$ cat src/rtl/speed_buttons.sv
// speed_buttons: synchronizes, debounces and auto-repeats two raw push-buttons into
// mutually exclusive one-cycle up/down pulses plus debounced held levels.
module speed_buttons #(
   parameter int DEBOUNCE_CYCLES = 16,
   parameter int REPEAT_DELAY = 200,
   parameter int REPEAT_RATE = 50,
   parameter bit REPEAT_EN = 1'b1
) (
   input  logic clk,
   input  logic rst,
   input  logic btn_up_raw,
   input  logic btn_down_raw,
   output logic up,
   output logic down,
   output logic up_held,
   output logic down_held
);
   localparam logic [2:0] IDLE = 3'd0, PRESS_DEB = 3'd1, HELD_WAIT = 3'd2, REPEAT = 3'd3, RELEASE_DEB = 3'd4;
   localparam logic [7:0] DEB = 8'(DEBOUNCE_CYCLES);
   localparam logic [15:0] DLY = 16'(REPEAT_DELAY);
   localparam logic [15:0] RATE = 16'(REPEAT_RATE);

   logic [1:0] s1, s2, held, req, hn;

   always_ff @(posedge clk or posedge rst)
      if (rst) begin
         s1 <= '0;
         s2 <= '0;
      end else begin
         s1 <= {btn_down_raw, btn_up_raw};
         s2 <= s1;
      end

   // bit 0 is the up button, bit 1 the down button
   for (genvar b = 0; b < 2; b++) begin : g_btn
      logic [2:0] st, st_n, ret, ret_n, ph, ph_n;
      logic [7:0] cnt, cnt_n, cinc;
      logic [15:0] tmr, tmr_n, tinc, tnew;
      logic hit, req_b, hn_b, in;
      assign in = s2[b];
      assign req[b] = req_b;
      assign hn[b] = hn_b;
      always_comb begin
         ph = (st == RELEASE_DEB) ? ret : st;
         tinc = tmr + 16'd1;
         hit = (ph == REPEAT || REPEAT_EN) && tinc == ((ph == REPEAT) ? RATE : DLY);
         ph_n = hit ? REPEAT : ph;
         tnew = hit ? 16'd0 : (&tmr ? tmr : tinc);
         cinc = cnt + 8'd1;
         st_n = st;
         ret_n = ret;
         cnt_n = cnt;
         tmr_n = tmr;
         req_b = 1'b0;
         hn_b = held[b];
         case (st)
            IDLE: begin
               st_n = in ? PRESS_DEB : IDLE;
               cnt_n = in ? 8'd1 : 8'd0;
            end
            PRESS_DEB:
               if (!in) begin
                  st_n = IDLE;
                  cnt_n = '0;
               end else if (cinc == DEB) begin
                  st_n = HELD_WAIT;
                  hn_b = 1'b1;
                  req_b = 1'b1;
                  tmr_n = '0;
                  cnt_n = '0;
               end else cnt_n = cinc;
            HELD_WAIT, REPEAT: begin
               tmr_n = tnew;
               req_b = hit;
               ret_n = ph_n;
               st_n = in ? ph_n : RELEASE_DEB;
               cnt_n = in ? 8'd0 : 8'd1;
            end
            RELEASE_DEB: begin
               // timer keeps its schedule; any pulse falling in here is swallowed
               tmr_n = tnew;
               ret_n = ph_n;
               if (in) begin
                  st_n = ph_n;
                  cnt_n = '0;
               end else if (cinc == DEB) begin
                  st_n = IDLE;
                  hn_b = 1'b0;
                  cnt_n = '0;
                  tmr_n = '0;
               end else cnt_n = cinc;
            end
            default: st_n = IDLE;
         endcase
      end
      always_ff @(posedge clk or posedge rst)
         if (rst) begin
            st <= IDLE;
            ret <= IDLE;
            cnt <= '0;
            tmr <= '0;
         end else begin
            st <= st_n;
            ret <= ret_n;
            cnt <= cnt_n;
            tmr <= tmr_n;
         end
   end

   always_ff @(posedge clk or posedge rst)
      if (rst) begin
         up <= 1'b0;
         down <= 1'b0;
         held <= '0;
      end else begin
         up <= req[0] & ~req[1] & ~(&hn);
         down <= req[1] & ~req[0] & ~(&hn);
         held <= hn;
      end

   assign up_held = held[0];
   assign down_held = held[1];
endmodule

$ cat config.mk
export PLATFORM = sky130hd
export DESIGN_NAME = speed_buttons
export DESIGN_NICKNAME = d
export VERILOG_FILES = /design/src/rtl/speed_buttons.sv
export SDC_FILE = /design/constraint.sdc
export NUM_CORES = 1
export LEC_CHECK = 0
export BUFFER_PORTS_ARGS = -buffer_cell sky130_fd_sc_hd__buf_2
export CORE_ASPECT_RATIO = 0.75
export CORE_MARGIN = 2
export CORE_UTILIZATION = 35
export DETAILED_ROUTE_END_ITERATION = 10
export PLACE_DENSITY = 0.55
export SKIP_CTS_REPAIR_TIMING = 1
export SLEW_MARGIN = 40
export SYNTH_ARGS = -nofsm -noshare
export SYNTH_HDL_FRONTEND = slang
export SYNTH_SLANG_ARGS = --single-unit
export TNS_END_PERCENT = 100
$ cat constraint.sdc
create_clock -name clk -period 6 [get_ports clk]
set_input_delay 0.6 -clock clk [delete_from_list [all_inputs] [get_ports clk]]
set_output_delay 0.6 -clock clk [all_outputs]
set_load 0.02 [all_outputs]
==> results.txt <==
Max-slew violation total from the final report - 0
Average vias per placed instance - 5.65
Share of Yosys cell area claimed by the top area cell type - 0.366
End of the critical path - g_btn[0].tmr[11]
Launch point of the worst reg-to-reg path - g_btn[0].tmr[0]
Gate count of the mapped netlist - 538
Setup crit end kind - register
RSZ-0062 raised after global routing - no
Period utilization - 0.513
Main combinational cell family by area after synthesis - simple AND/OR/NAND/NOR gates
Number of buffers added by the clock tree synthesis step - 9
Total wire length - 10600 microns
Vias in the first global route - 3624
Total negative slack - 0 ns
Post-synthesis to final-layout area growth - 9.25%
Grt ovf - 0
Source-to-sink clock delay at the later pin of the worst-skew pair - 0.33 ns
Seq/Total Area, Yosys - 0.366
Asr flop ratio synth - 1.00
Cell with the most instances after synthesis - dfrtp_1
Filler cells - 1319
Hold slack - 0.351 ns
Total power per unit cell area - 337 nW/um^2
Count of input and output buffers - 7
Dominant register cell in the synthesized netlist - dfrtp_1
Pre-antenna DRT Iters - 4
Reg2Reg Depth - 7
Die Width - 137 microns
Top cell type by total area after synthesis - dfrtp_1
Global-route wire length before repair - 18200 microns
Min-delay worst type - register to register
Largest net degree at the start of global routing - 69
Cell types occupying the most area after synthesis - dfrtp_1 (37%), xnor2_1 (4.7%), o21ai_0 (4.0%)
Tightest slew margin relative to the limit - 0.495
Hold violation total from the final report - 0
Total global routing track utilization - 0.158
Launching element of the worst setup path - g_btn[0].tmr[0]
Cell family contributing the most delay on the critical path - compound AO/OA/AOI/OAI gates
Area of the core - 13000 sq um
Crit Path Max Fanout - 14
First DRT Iteration DRCs - 314
Number of distinct library cell variants in the gate-level netlist after synthesis - 78
Outcome - finished clean
Floorplan die height - 104 microns
Xor/xnor share of the synthesized area - 0.0583
Slowest stage cell, crit path - nor4_1
EDFF count, synth - 0
Complex-gate fraction of the synthesized area - 0.227
Fraction of layout instances using a drive strength above 1 - 0.109
Buffer and inverter count on the worst path - 0
Final setup viols - 0
Startpoint type of the worst setup path - register
Required @ worst endpoint - 6.22 ns
Register bit total from synthesis - 68
Half-perimeter wire length after placement - 7340 microns
Root buf cell - clkbuf_16
Total DRC errors in the routed layout - 0
Synthesized area per cell - 8.65 sq um
Total via count in the routed design - 3959
Cell depth of the worst min-delay path - 0
Initial standard-cell utilization of the core - 0.359
Maximum buffer depth of the clock tree - 2
RR Endpoint - g_btn[0].tmr[11]
VDD IR max - 0.167 mV
Yosys warning total - 0
Fraction of the mapped netlist area in adder cells - 0.0161
Minimum period implied by the final worst setup slack - 3.08 ns
Standard-cell row count - 36
Post-detailed-route count of antenna-violating nets - 0
Routed len/inst - 15.1 microns
Number of stages on the worst setup path - 7
Number of antenna violations at the first check in global routing - 0
Count of maximum capacitance violations - 0
Area of the die - 14200 sq um
Clock-pin slew on the worst setup and hold paths - 0.05 ns
Final standard cell count with taps included and fillers excluded - 701
Final weighted congestion in routability-driven placement - 0.915
Clock tree from TritonCTS - done
Syn_nets - 548
Slowest cell delay on critical path - 0.70 ns
Flop2flop setup slack - 2.92 ns
Start-to-end type of the worst setup path - register to register
Leading post-synthesis cells by instance count - dfrtp_1 (68), nand2_1 (46), o21ai_0 (37), nor2_1 (35), nand3_1 (27)
Total instance count after detailed placement - 685
Number of sinks driven by the clock tree - 68
Proportion of synthesized area in mux cells - 0.0153
Data arrival at the endpoint of the critical path - 3.30 ns
CTS H-tree depth - 3
Setup skew after layout - 0.00443 ns
Highest attainable clock frequency - 325 MHz
Cell area after synthesis - 4650 sq um
Io pins - 8
Static Leakage - 0.00197 uW
Count of nets after finishing - 535
Worst path cell trace - ha_1, nand4_2, nor4_1, a31o_1, nand4_1, o221ai_2, o21ba_1
Transition time of the tightest slew-check pin - 0.750 ns
Utilization of the core after routing - 0.392
Antenna diode count - 0
Post-synthesis simple-gate area fraction - 0.269
[area by class of cell]
cell class / count / area (sq um) / area share
Multi-Input combinational cell: 420 / 2750 / 0.540
Clock buffer: 12 / 256 / 0.0505
Sequential cell: 68 / 1700 / 0.335
Inverter: 17 / 63.8 / 0.0126
Clock inverter: 4 / 47.5 / 0.00935
Timing Repair Buffer: 9 / 53.8 / 0.0106
Tap cell: 171 / 214 / 0.0421
[layer usage]
layer  part of all wire  up-vias  GRT usage
met1               0.53     1899      0.242
li1                   -     1976          -
met5                  0        -          0
met2               0.42       73      0.223
met3              0.035       11     0.0356
met4              0.012        0     0.0405
[power breakdown]
group	leakage [uW]	internal (uW)	switching, uW
registers	0.000906	520	129
clock network	0.000149	343	197
logic	0.000917	194	329
total	0.00197	1060	655
[logic make-up after synthesis]
| group | after synthesis |
|---|---|
| AND/OR/NAND/NOR | 226 |
| AO/OA/AOI/OAI | 150 |
| flip-flops | 68 |
| buffers and inverters | 50 |
| XOR/XNOR | 31 |
| multiplexers | 7 |
| adder cells (fa/ha/maj) | 6 |
[how the worst min path moves through the flow]
| stage | start | endpoint | slack [ns] |
|---|---|---|---|
| floorplan | s1[0] | s2[0] | 0.33 |
| global placement | s1[1] | s2[1] | 0.33 |
| detailed placement | s1[1] | s2[1] | 0.34 |
| CTS | s1[1] | s2[1] | 0.35 |
| global route | s1[1] | s2[1] | 0.35 |
| finish | s1[1] | s2[1] | 0.35 |
[placed cells by master (no fill, tap or decap), drive strengths merged, types with 7 or more instances in the layout]
cell / n
dfrtp: 68
nand2: 46
nor2: 44
o21ai: 40
a21oi: 28
nand3: 27
xnor2: 25
inv: 17
nor3: 14
a211oi: 13
o211ai: 12
nand4: 12
clkbuf: 12
and3: 11
nand2b: 10
nor2b: 10
or3: 9
buf: 9
and4: 8
and2: 7
a31oi: 7
or4: 7
[sequential cells by signal (all words and copies together) (netlist names)]
signal / flops
g_btn.tmr: 32
g_btn.cnt: 16
g_btn.ret: 6
g_btn.st: 6
held: 2
s1: 2
s2: 2
down: 1
up: 1
[metrics by stage]
step	worst slack, ns	cell area (sq um)	total power, uW
finish	2.92	5080	1710
global route	2.67	5080	1830
CTS	2.94	5070	1720
detailed placement	2.95	4770	1170
global placement	2.98	4760	1160
floorplan	3.45	4650	1080
Power figures use the tool's default switching activity.
